--- src/rtl/cd_host_requester.sv ---
`default_nettype none
// ============================================================================
// Module   : cd_host_requester
// Purpose  : Host-side requester for a compressor/decompressor block. It
//            accepts one request at a time, issues it for a single cycle,
//            waits (with timeout) for the block's response, then returns a
//            status/result through a valid/ready handshake. Saturating
//            completion counters track OK, error and timeout outcomes.
// Revision : 1.0 - initial release
// ============================================================================
module cd_host_requester #(
  parameter int DATA_W  = 8,
  parameter int CMP_W   = 4,
  parameter int TIMEOUT = 16
) (
  input  logic              clk,
  input  logic              reset,
  input  logic              req_valid,
  output logic              req_ready,
  input  logic [1:0]        req_op,
  input  logic [DATA_W-1:0] req_data,
  output logic              rsp_valid,
  input  logic              rsp_ready,
  output logic [1:0]        rsp_status,
  output logic [DATA_W-1:0] rsp_result,
  output logic [1:0]        command,
  output logic [DATA_W-1:0] data_in,
  output logic [CMP_W-1:0]  compressed_in,
  input  logic [CMP_W-1:0]  compressed_out,
  input  logic [DATA_W-1:0] decompressed_out,
  input  logic [1:0]        response,
  output logic [15:0]       cnt_ok,
  output logic [15:0]       cnt_err,
  output logic [15:0]       cnt_tmo
);

  // WAIT counter must be able to hold the value TIMEOUT itself.
  localparam int WCNT_W = (TIMEOUT < 2) ? 1 : $clog2(TIMEOUT + 1);

  localparam logic [1:0] S_IDLE  = 2'd0;
  localparam logic [1:0] S_ISSUE = 2'd1;
  localparam logic [1:0] S_WAIT  = 2'd2;
  localparam logic [1:0] S_DONE  = 2'd3;

  localparam logic [1:0] OP_COMPRESS   = 2'b01;
  localparam logic [1:0] OP_DECOMPRESS = 2'b10;

  localparam logic [1:0] RSP_NONE    = 2'b00;
  localparam logic [1:0] RSP_VALID   = 2'b01;
  localparam logic [1:0] RSP_ERROR   = 2'b10;
  localparam logic [1:0] RSP_INVALID = 2'b11;

  localparam logic [1:0] ST_OK      = 2'b00;
  localparam logic [1:0] ST_DUT_ERR = 2'b01;
  localparam logic [1:0] ST_INVALID = 2'b10;
  localparam logic [1:0] ST_TMO     = 2'b11;

  localparam logic [15:0] CNT_MAX = 16'hFFFF;

  logic [1:0]        r_state;
  logic [1:0]        w_next_state;
  logic [1:0]        r_op;
  logic [DATA_W-1:0] r_data;
  logic [WCNT_W-1:0] r_wait_cnt;
  logic [1:0]        r_status;
  logic [DATA_W-1:0] r_result;
  logic [15:0]       r_cnt_ok;
  logic [15:0]       r_cnt_err;
  logic [15:0]       r_cnt_tmo;

  logic              w_wait_expired;
  logic              w_done_entry;
  logic [1:0]        w_status;
  logic [DATA_W-1:0] w_result;
  logic [DATA_W-1:0] w_cmp_ext;

  // WAIT cycles are numbered from 1, so the limit is reached when the count equals TIMEOUT.
  assign w_wait_expired = (r_wait_cnt == WCNT_W'(TIMEOUT));
  assign w_done_entry   = (r_state == S_WAIT) && (w_next_state == S_DONE);

  // State register.
  always_ff @(posedge clk) begin
    if (!reset) begin
      r_state <= S_IDLE;
    end else begin
      r_state <= w_next_state;
    end
  end

  // Next-state logic; a real response wins over an expiring timeout.
  always_comb begin
    w_next_state = r_state;
    case (r_state)
      S_IDLE:  if (req_valid) w_next_state = S_ISSUE;
      S_ISSUE: w_next_state = S_WAIT;
      S_WAIT:  if ((response != RSP_NONE) || w_wait_expired) w_next_state = S_DONE;
      S_DONE:  if (rsp_ready) w_next_state = S_IDLE;
      default: w_next_state = S_IDLE;
    endcase
  end

  // Outputs decoded from state; the compressor only sees the request during ISSUE.
  always_comb begin
    req_ready     = (r_state == S_IDLE);
    rsp_valid     = (r_state == S_DONE);
    command       = 2'b00;
    data_in       = '0;
    compressed_in = '0;
    if (r_state == S_ISSUE) begin
      command       = r_op;
      data_in       = r_data;
      compressed_in = r_data[CMP_W-1:0];
    end
  end

  // Translate the compressor response into status/result (no response means timeout).
  always_comb begin
    w_cmp_ext              = '0;
    w_cmp_ext[CMP_W-1:0]   = compressed_out;
    w_status               = ST_TMO;
    w_result               = '0;
    case (response)
      RSP_VALID: begin
        w_status = ST_OK;
        case (r_op)
          OP_COMPRESS:   w_result = w_cmp_ext;
          OP_DECOMPRESS: w_result = decompressed_out;
          default:       w_result = '0;
        endcase
      end
      RSP_ERROR:   w_status = ST_DUT_ERR;
      RSP_INVALID: w_status = ST_INVALID;
      default:     w_status = ST_TMO;
    endcase
  end

  // Request capture, WAIT cycle counter and held response.
  always_ff @(posedge clk) begin
    if (!reset) begin
      r_op       <= 2'b00;
      r_data     <= '0;
      r_wait_cnt <= '0;
      r_status   <= ST_OK;
      r_result   <= '0;
    end else begin
      if ((r_state == S_IDLE) && req_valid) begin
        r_op   <= req_op;
        r_data <= req_data;
      end
      if (r_state == S_ISSUE) begin
        r_wait_cnt <= WCNT_W'(1);
      end else if ((r_state == S_WAIT) && !w_wait_expired) begin
        r_wait_cnt <= r_wait_cnt + WCNT_W'(1);
      end
      if (w_done_entry) begin
        r_status <= w_status;
        r_result <= w_result;
      end
    end
  end

  // Saturating completion counters, bumped once on each entry into DONE.
  always_ff @(posedge clk) begin
    if (!reset) begin
      r_cnt_ok  <= '0;
      r_cnt_err <= '0;
      r_cnt_tmo <= '0;
    end else if (w_done_entry) begin
      case (w_status)
        ST_OK:   if (r_cnt_ok  != CNT_MAX) r_cnt_ok  <= r_cnt_ok  + 16'd1;
        ST_TMO:  if (r_cnt_tmo != CNT_MAX) r_cnt_tmo <= r_cnt_tmo + 16'd1;
        default: if (r_cnt_err != CNT_MAX) r_cnt_err <= r_cnt_err + 16'd1;
      endcase
    end
  end

  assign rsp_status = r_status;
  assign rsp_result = r_result;
  assign cnt_ok     = r_cnt_ok;
  assign cnt_err    = r_cnt_err;
  assign cnt_tmo    = r_cnt_tmo;

endmodule
`default_nettype wire

--- config.mk ---
export PLATFORM = sky130hd
export DESIGN_NAME = cd_host_requester
export DESIGN_NICKNAME = d
export VERILOG_FILES = /design/src/rtl/cd_host_requester.sv
export SDC_FILE = /design/constraint.sdc
export NUM_CORES = 1
export LEC_CHECK = 0
export ABC_AREA = 1
export CORE_MARGIN = 10
export CORE_UTILIZATION = 49
export DETAILED_ROUTE_END_ITERATION = 7
export HOLD_SLACK_MARGIN = 0.1
export PLACE_DENSITY = 0.9
export SYNTH_ARGS = -nofsm -noshare
export SYNTH_HDL_FRONTEND = slang
export SYNTH_SLANG_ARGS = --single-unit
--- constraint.sdc ---
create_clock -name clk -period 2.2 [get_ports clk]
set_input_delay 0.55 -clock clk [delete_from_list [all_inputs] [get_ports clk]]
set_output_delay 0.55 -clock clk [all_outputs]
set_load 0.02 [all_outputs]
Word level (Yosys, flattened, before mapping)
Index checks and enable logic that the tools add are counted.
{ "totals": {"regBits": 75, "in_bits": 28, "out_inout_bits": 74, "word_cells": 56} }
{ "classes": {"n_addsub": 4, "n_eq_ne": 14, "mux": 12, "n_bitwise": 2, "reduce_logical": 14} }
{ "ops": {"columns": ["op", "n"], "rows": [
  ["adder 16 x 1 -> 16 bit (second input constant)", 3],
  ["inequality test 16 bit (second input constant)", 3],
  ["2-to-1 mux 8 bit", 2],
  ["case mux 8 bit (2 select lines)", 1],
  ["== test 2 bit (second input constant)", 7],
  ["AND reduction 3 bit", 3],
  ["2-to-1 mux 2 bit", 4],
  ["case mux 2 bit (4 select lines)", 1],
  ["== test 2 x 1 -> 1 bit (second input constant)", 3],
  ["case mux 2 bit (3 select lines)", 1],
  ["adder 5 x 1 -> 5 bit (second input constant)", 1],
  ["== test 5 bit (second input constant)", 1],
  ["zero test 2 bit", 2],
  ["2-to-1 mux 4 bit", 1],
  ["nonzero test 2 bit", 2],
  ["OR reduction 2 bit", 2],
  ["logical AND 1 bit", 3],
  ["2-to-1 mux 1 bit", 2],
  ["NOT 1 bit", 2],
  ["zero test 1 bit", 1],
  ["logical OR 1 bit", 1]
]} }

Longest topological paths before layout
Gate-level depths: netlist (run 1).
{ "depth": {"depth_word": 7, "ltp_mapped": 12, "depth_no_buf": 11} }

Least setup slack after synthesis (run 1)
OpenSTA, ideal clock, no wires.
{ "synth_timing": {"kind": "reg2out", "from": "register r_state[0]", "to": "output data_in[0]", "arrival_time_ns": 1.228, "required_ns": 1.650, "path_slack_ns": 0.422, "path_stages_with_launch": 5, "n_path_buf": 2, "path_cell_list": "dfxtp_1 nand2_1 clkbuf_1 nor2_1 buf_4"} }
{ "synth_between": {"elab_chain_len": 2} }
{ "synth_rtl": {"columns": ["element", "line_no", "rtl"], "rows": [
  ["start, declared", "60", "logic [1:0] r_state;"],
  ["start signal, assigned", "86", "r_state <= w_next_state;"],
  ["== test 2 x 1 -> 1 bit", "109", "if (r_state == S_ISSUE) begin"],
  ["2-to-1 mux 8 bit", "109", null],
  ["end, declared", "27", "output logic [DATA_W-1:0] data_in,"]
]} }
No other way between the ends.

Worst setup path in the final report (run 1)
{ "layout_timing": {"from": "register r_state[0]", "to": "output req_ready"} }
{ "layout_between": {"elab_chain_len": 1} }
{ "layout_rtl": {"columns": ["element", "line_no", "rtl"], "rows": [
  ["zero test 2 bit", "104", "req_ready = (r_state == S_IDLE);"],
  ["end, declared", "19", "output logic req_ready,"]
]} }
No other way between the ends.

==> qor.txt, run 1 <==
Initial Util: 50.48%
ys flop type: dfxtp_1
Yosys top cell area share: 36.01%
initial antenna violation count: 0
Worst Tran Pin Value: 0.5677 ns
Root Driver: clkbuf_8
layout cell share with drive strength beyond 1: 8.540%
routability-driven placement congestion ratio: 0.8773
Yosys reg bits: 75
endpoint type of the worst setup path: output pin
final non-filler cell total: 831
area of the multi-input gates: 0.002344 mm^2
largest net degree at the start of global routing: 27
Tmin final: 2.104 ns
antenna diode count: 0
startpoint types: register
top cells by area, synth: dfxtp_1 36%, nand2_1 15%, nor2_1 8.2%
core area: 0.008258 mm^2
GRT overflow: 0
Post-Synth Adder-Cell Area: 3.301%
simple-gate share of the synthesized area: 37.42%
largest family of logic cells by synthesized area: simple AND/OR/NAND/NOR gates
I/O Buffers: 101
slew margin rel.: 62.06%
# rows: 33
Post-Syn Instances: 616
DRT antenna net count: 0
net count after synthesis: 655
kind of critical path: reg -> out
die height: 112.2 um
endpoints failing setup: 0
CP max FO: 4
ys async rst share: 0%
complex-gate fraction of the synthesized area: 12.70%
post-synthesis xor/xnor area fraction: 2.731%
setup bufs post-CTS: 0
Min-Delay Path Class: reg -> reg
Pleak: 2.040 nW
DRT Pass-1 Iters: 5
CTS buffer count: 9
detailed-route via count: 4460
H-tree depth: 3
CTS clk-pin slew, worst paths: 0.08 ns
Yosys warnings: 0
crit path DAT: 1.55 ns
Layout Nets: 761
status: finished, final reports clean
residual DRC count: 0
Final WS setup: 0.09563 ns
Max rail drop VDD: 0.3254 mV
Final period util: 95.65%
Die Area: 0.01260 mm^2
Design Area, Final: 0.005478 mm^2
drt total wl: 11410 um
number of DRC markers in iteration 0: 143
area grow syn2layout: 31.39%
wire length of the first global-routing pass: 18960 um
power density cells: 512.4 mW/mm^2
sequential area share after synthesis: 36.01%
clk_skew: 0.01097 ns
EDFF count, synth: 0
CP required: 1.65 ns
mapped cell area: 0.004169 mm^2
top-count cell post-synth: nand2_1
Die Width: 112.2 um
Storage cell area: 0.001501 mm^2
RSZ-0062 raised after global routing: false
Routed WL per cell: 13.73 um
Hold Violations, Final: 0
Fin Hold WS: 0.4562 ns
Commonest cells post-synth: 168 x nand2_1, 91 x nor2_1, 75 x dfxtp_1
Total GRT Usage: 17.21%
Distinct cells, synth: 34
pre-CTS setup slack: -0.03889 ns
# IOs: 102
vias in the first global route: 4158
FILL cells: 706
vias per cell: 5.367
Post-DP HPWL: 8580 um
worst skew pair latency: 0.34 ns
CTS tree: yes
post-synthesis mux area share: 0%
dpl cells: 816
max-slew violations: 0
area leader, netlist: dfxtp_1
dpl cell area: 0.005314 mm^2
Avg Synthesized Cell Area: 6.768 um^2
Max Freq: 0.4752 GHz
clk sinks: 75
maximum root-to-sink buffer count: 2
max_cap viols: 0
[final cells by class]
type                    instances  area share, %
multi-input cells             469          42.78
flip-flops and latches         75          27.41
repair buffers                116          20.69
inverters                      51          3.495
clock buffers                  13          2.535
well taps                     105          2.398
clock inverters                 2         0.6852
[cell families (layout without fill, tap and decap cells)]
| logic type | after synthesis | in the layout |
|---|---|---|
| AND/OR/NAND/NOR | 348 | 348 |
| AO/OA/AOI/OAI | 97 | 97 |
| flip-flops | 75 | 75 |
| buffers and inverters | 72 | 182 |
| XOR/XNOR | 13 | 13 |
| adder cells (fa/ha/maj) | 11 | 11 |
[through the flow]
step / total power, mW / TNS [ns] / utilization (%)
floorplan: 1.666 / 0 / -
CTS: 2.814 / 0 / 66.30
global route: 2.906 / 0 / 66.33
detailed placement: 1.828 / -0.3654 / 64.35
finish: 2.807 / 0 / 66.33
global placement: 1.813 / 0 / 64.35
[report_power, final]
group | internal [mW] | switching, mW | total [mW]
registers | 1.40 | 0.0261 | 1.43
logic | 0.153 | 0.210 | 0.364
clock network | 0.521 | 0.497 | 1.02
total | 2.07 | 0.733 | 2.81
[flip-flops by register name, summed over array words and instances (netlist names)]
register / flops
r_op: 2
rsp_status: 2
cnt_tmo: 16
r_data: 8
cnt_ok: 16
r_state: 2
rsp_result: 8
cnt_err: 16
r_wait_cnt: 5
[final timing paths]
check                                start    endpoint  slack (ns)  depth (start not counted)
worst max-delay path            r_state[0]   req_ready         0.1                          2
worst min-delay path             r_data[0]   r_data[0]        0.46                          2
worst max register to register  cnt_err[0]  cnt_err[5]        0.37                          9
worst min register to register   r_data[0]   r_data[0]        0.46                          2
[layer usage]
metal	track usage [%]	share of wire [%]	vias to the layer above
met3	5.059	8.0	10
met1	19.24	41	2093
met4	4.569	0.66	0
met5	0	0	-
met2	30.98	50	155
li1	-	-	2202
[layout by cell type, fill, tap and decap left out, types with 11 or more instances in the layout]
cell type / count
dfxtp_1: 75
clkdlybuf4s50_1: 86
nand2_1: 167
inv_1: 48
nand3_1: 37
buf_4: 13
a21oi_1: 53
o21ai_0: 30
ha_1: 11
dlygate4sd2_1: 14
nand4_1: 15
nor2_1: 91
[critical path, stage by stage, from the launching register on]
cell and delay (ns):
dfxtp_1 0.36, nor2_1 0.21, clkdlybuf4s50_1 0.65
[timing repair]
item	in CTS	in global routing
hold buffers	0	0
pin swaps	0	0
endpoints found under the setup margin	14	1
resized for setup	15	1
(Power assumes the default switching activity.)
==> run 2, diff against run 1 <==
--- a/config.mk
+++ b/config.mk
@@ -11,6 +11,7 @@
 export DETAILED_ROUTE_END_ITERATION = 7
 export HOLD_SLACK_MARGIN = 0.1
 export PLACE_DENSITY = 0.9
+export SLEW_MARGIN = 20
 export SYNTH_ARGS = -nofsm -noshare
 export SYNTH_HDL_FRONTEND = slang
 export SYNTH_SLANG_ARGS = --single-unit
==> results of run 2 <==
No change in the layout: final DEF, timing and power equal those of run 1.
==> run 3, diff against run 2 <==
--- a/config.mk
+++ b/config.mk
@@ -10,7 +10,7 @@
 export CORE_UTILIZATION = 49
 export DETAILED_ROUTE_END_ITERATION = 7
 export HOLD_SLACK_MARGIN = 0.1
-export PLACE_DENSITY = 0.9
+export PLACE_DENSITY = 0.79
 export SLEW_MARGIN = 20
 export SYNTH_ARGS = -nofsm -noshare
 export SYNTH_HDL_FRONTEND = slang
==> qor.txt, run 3 (synthesized netlist as in run 1, its figures left out) <==
status: finished, final reports clean
CP cell instances: clkdlybuf4s50_1
residual DRC count: 0 (unchanged)
total power: 2.855 mW (+1.7%)
RSZ-0062 raised after global routing: false
GR Util met3: 6.550% (+1.5 points)
endpoint type of the worst setup path: output pin
worst-case hold path end point: r_data[1]
detailed-route via count: 4295 (-3.7%)
drt total wl: 11070 um (-3.0%)
max_cap viols: 0 (unchanged)
Worst path max stage delay: 0.67 ns (+0.02 ns)
CTS tree: yes
GR Layer Usage met1: 20.33% (+1.1 points)
WHS Path Cells: 2 (unchanged)
clk_skew: 0.01317 ns (+0.002207 ns)
Reg2Reg Depth: 9 (unchanged)
CP max FO: 6 (+2)
layout cell share with drive strength beyond 1: 9.328% (+0.79 points)
Tmin final: 2.032 ns (-0.07195 ns)
crit path DAT: 1.48 ns (-0.07 ns)
maximum root-to-sink buffer count: 2 (unchanged)
Die Width: 112.2 um (unchanged)
Fin Hold WS: 0.4565 ns (+0.0002490 ns)
met2 usage: 28.93% (-2.0 points)
worst skew pair latency: 0.35 ns (about the same)
Hold Violations, Final: 0 (unchanged)
Post-DP HPWL: 8186 um (-4.6%)
# IOs: 102 (unchanged)
endpoints failing setup: 0 (unchanged)
Max Freq: 0.4920 GHz (+3.5%)
wire length of the first global-routing pass: 18950 um (about the same)
Max rail drop VDD: 0.3019 mV (-7.2%)
most common cell after layout, fill and taps aside: nand2_1
most frequent cells in the layout: 167 x nand2_1, 91 x nor2_1, 85 x clkdlybuf4s50_1
vias per cell: 5.150 (-4.0%)
# rows: 33 (unchanged)
number of DRC markers in iteration 0: 227 (+59%)
Initial Util: 50.48% (unchanged)
I/O Buffers: 101 (unchanged)
Root Driver: clkbuf_8
FILL cells: 737 (+4.4%)
DRT antenna net count: 0 (unchanged)
vias in the first global route: 4131 (-0.65%)
clk sinks: 75 (unchanged)
H-tree depth: 3 (unchanged)
Layout Nets: 763 (+0.26%)
CP required: 1.65 ns (about the same)
area grow syn2layout: 32.44%
Total GRT Usage: 17.36% (+0.16 points)
busiest grt layer: met2
Min-Delay Path Class: reg -> reg
slew margin rel.: 62.48% (+0.42 points)
Die Area: 0.01260 mm^2 (unchanged)
core area: 0.008258 mm^2 (unchanged)
initial antenna violation count: 0 (unchanged)
R2R Setup Slk: 0.45 ns (+0.08 ns)
largest net degree at the start of global routing: 27 (unchanged)
power density cells: 517.1 mW/mm^2 (+0.91%)
WP buf/inv: 1 (unchanged)
CTS buffer count: 9 (unchanged)
startpoint types: register
CTS clk-pin slew, worst paths: 0.08 ns (about the same)
routability-driven placement congestion ratio: 0.8469 (-3.5%)
Slowest cell on crit path: clkdlybuf4s50_1
kind of critical path: reg -> out
Storage cell area: 0.001501 mm^2 (unchanged)
Final period util: 92.38% (-3.3 points)
GRT overflow: 0 (unchanged)
DRT Pass-1 Iters: 5 (unchanged)
die height: 112.2 um (unchanged)
reg-to-reg startpoint: cnt_err[0]
Worst Tran Pin Value: 0.5615 ns (-0.006224 ns)
Crit path max-delay family: buffers and inverters
area of the multi-input gates: 0.002344 mm^2 (unchanged)
Routed WL per cell: 13.27 um (-3.4%)
Pleak: 2.071 nW (+1.5%)
Hold Crit Start: r_data[1]
antenna diode count: 0 (unchanged)
max-slew violations: 0 (unchanged)
reg2reg end: cnt_err[10]
run 3: cell count changes in the layout (fill, tap and decap cells not counted):
cell,previous run,this run
clkbuf_1,4,1
clkinv_2,0,3
buf_12,2,3
buf_4,13,14
clkbuf_8,9,10
clkdlybuf4s50_1,86,85
dlygate4sd2_1,14,15
run 3: what timing repair did:
| item | 4_1_cts | 5_1_grt |
|---|---|---|
| endpoints found under the setup margin | 14 | 1 |
| gates resized for setup | 16 | 1 |
| pin swaps | 0 | 0 |
| buffers inserted | 0 | 0 |
| hold buffers | 0 | 0 |
run 3: per-stage QoR:
| stage | worst slack, ns | util [%] | setup TNS, ns | std cells | area, um^2 |
|---|---|---|---|---|---|
| 2_1_floorplan | 0.4215 | - | 0 | 616 | 4169 |
| 3_3_place_gp | 0.01053 | 64.68 | 0 | 818 | 5341 |
| 3_5_place_dp | -0.03608 | 64.68 | -0.1893 | 818 | 5341 |
| 4_1_cts | 0.04124 | 66.83 | 0 | 834 | 5519 |
| 5_1_grt | 0.07890 | 66.86 | 0 | 834 | 5522 |
| 6_report | 0.1676 | 66.86 | 0 | 834 | 5522 |
run 3: cell type report:
class	instances	share of cell area, %
inverters	51	3.467
flip-flops and latches	75	27.19
clock inverters	5	0.9517
repair buffers	118	21.01
clock buffers	11	2.561
multi-input cells	469	42.44
well taps	105	2.379
run 3: power by group:
part / total (mW) / leakage, nW / switching (mW) / internal (mW)
logic: 0.368 / 1.36 / 0.213 / 0.155
registers: 1.42 / 0.608 / 0.0238 / 1.40
clock network: 1.06 / 0.0991 / 0.514 / 0.550
run 3: per-layer routing:
metal,vias to the layer above,wire (um)
li1,2212,-
met1,1966,4666
met2,111,5395
met3,6,939
met4,0,63
met5,-,0
run 3: how the worst max path moves through the flow:
stage / startpoint / end / slack [ns] / cells past startpoint
3_3_place_gp: response[1] / cnt_err[6] / 0.01 / 10
4_1_cts: r_state[0] / rsp_valid / 0.04 / 4
6_report: cnt_ok[2] / cnt_ok[2] / 0.17 / 1
2_1_floorplan: r_state[0] / data_in[0] / 0.42 / 4
5_1_grt: r_state[1] / data_in[2] / 0.08 / 4
3_5_place_dp: response[1] / cnt_ok[12] / -0.04 / 9
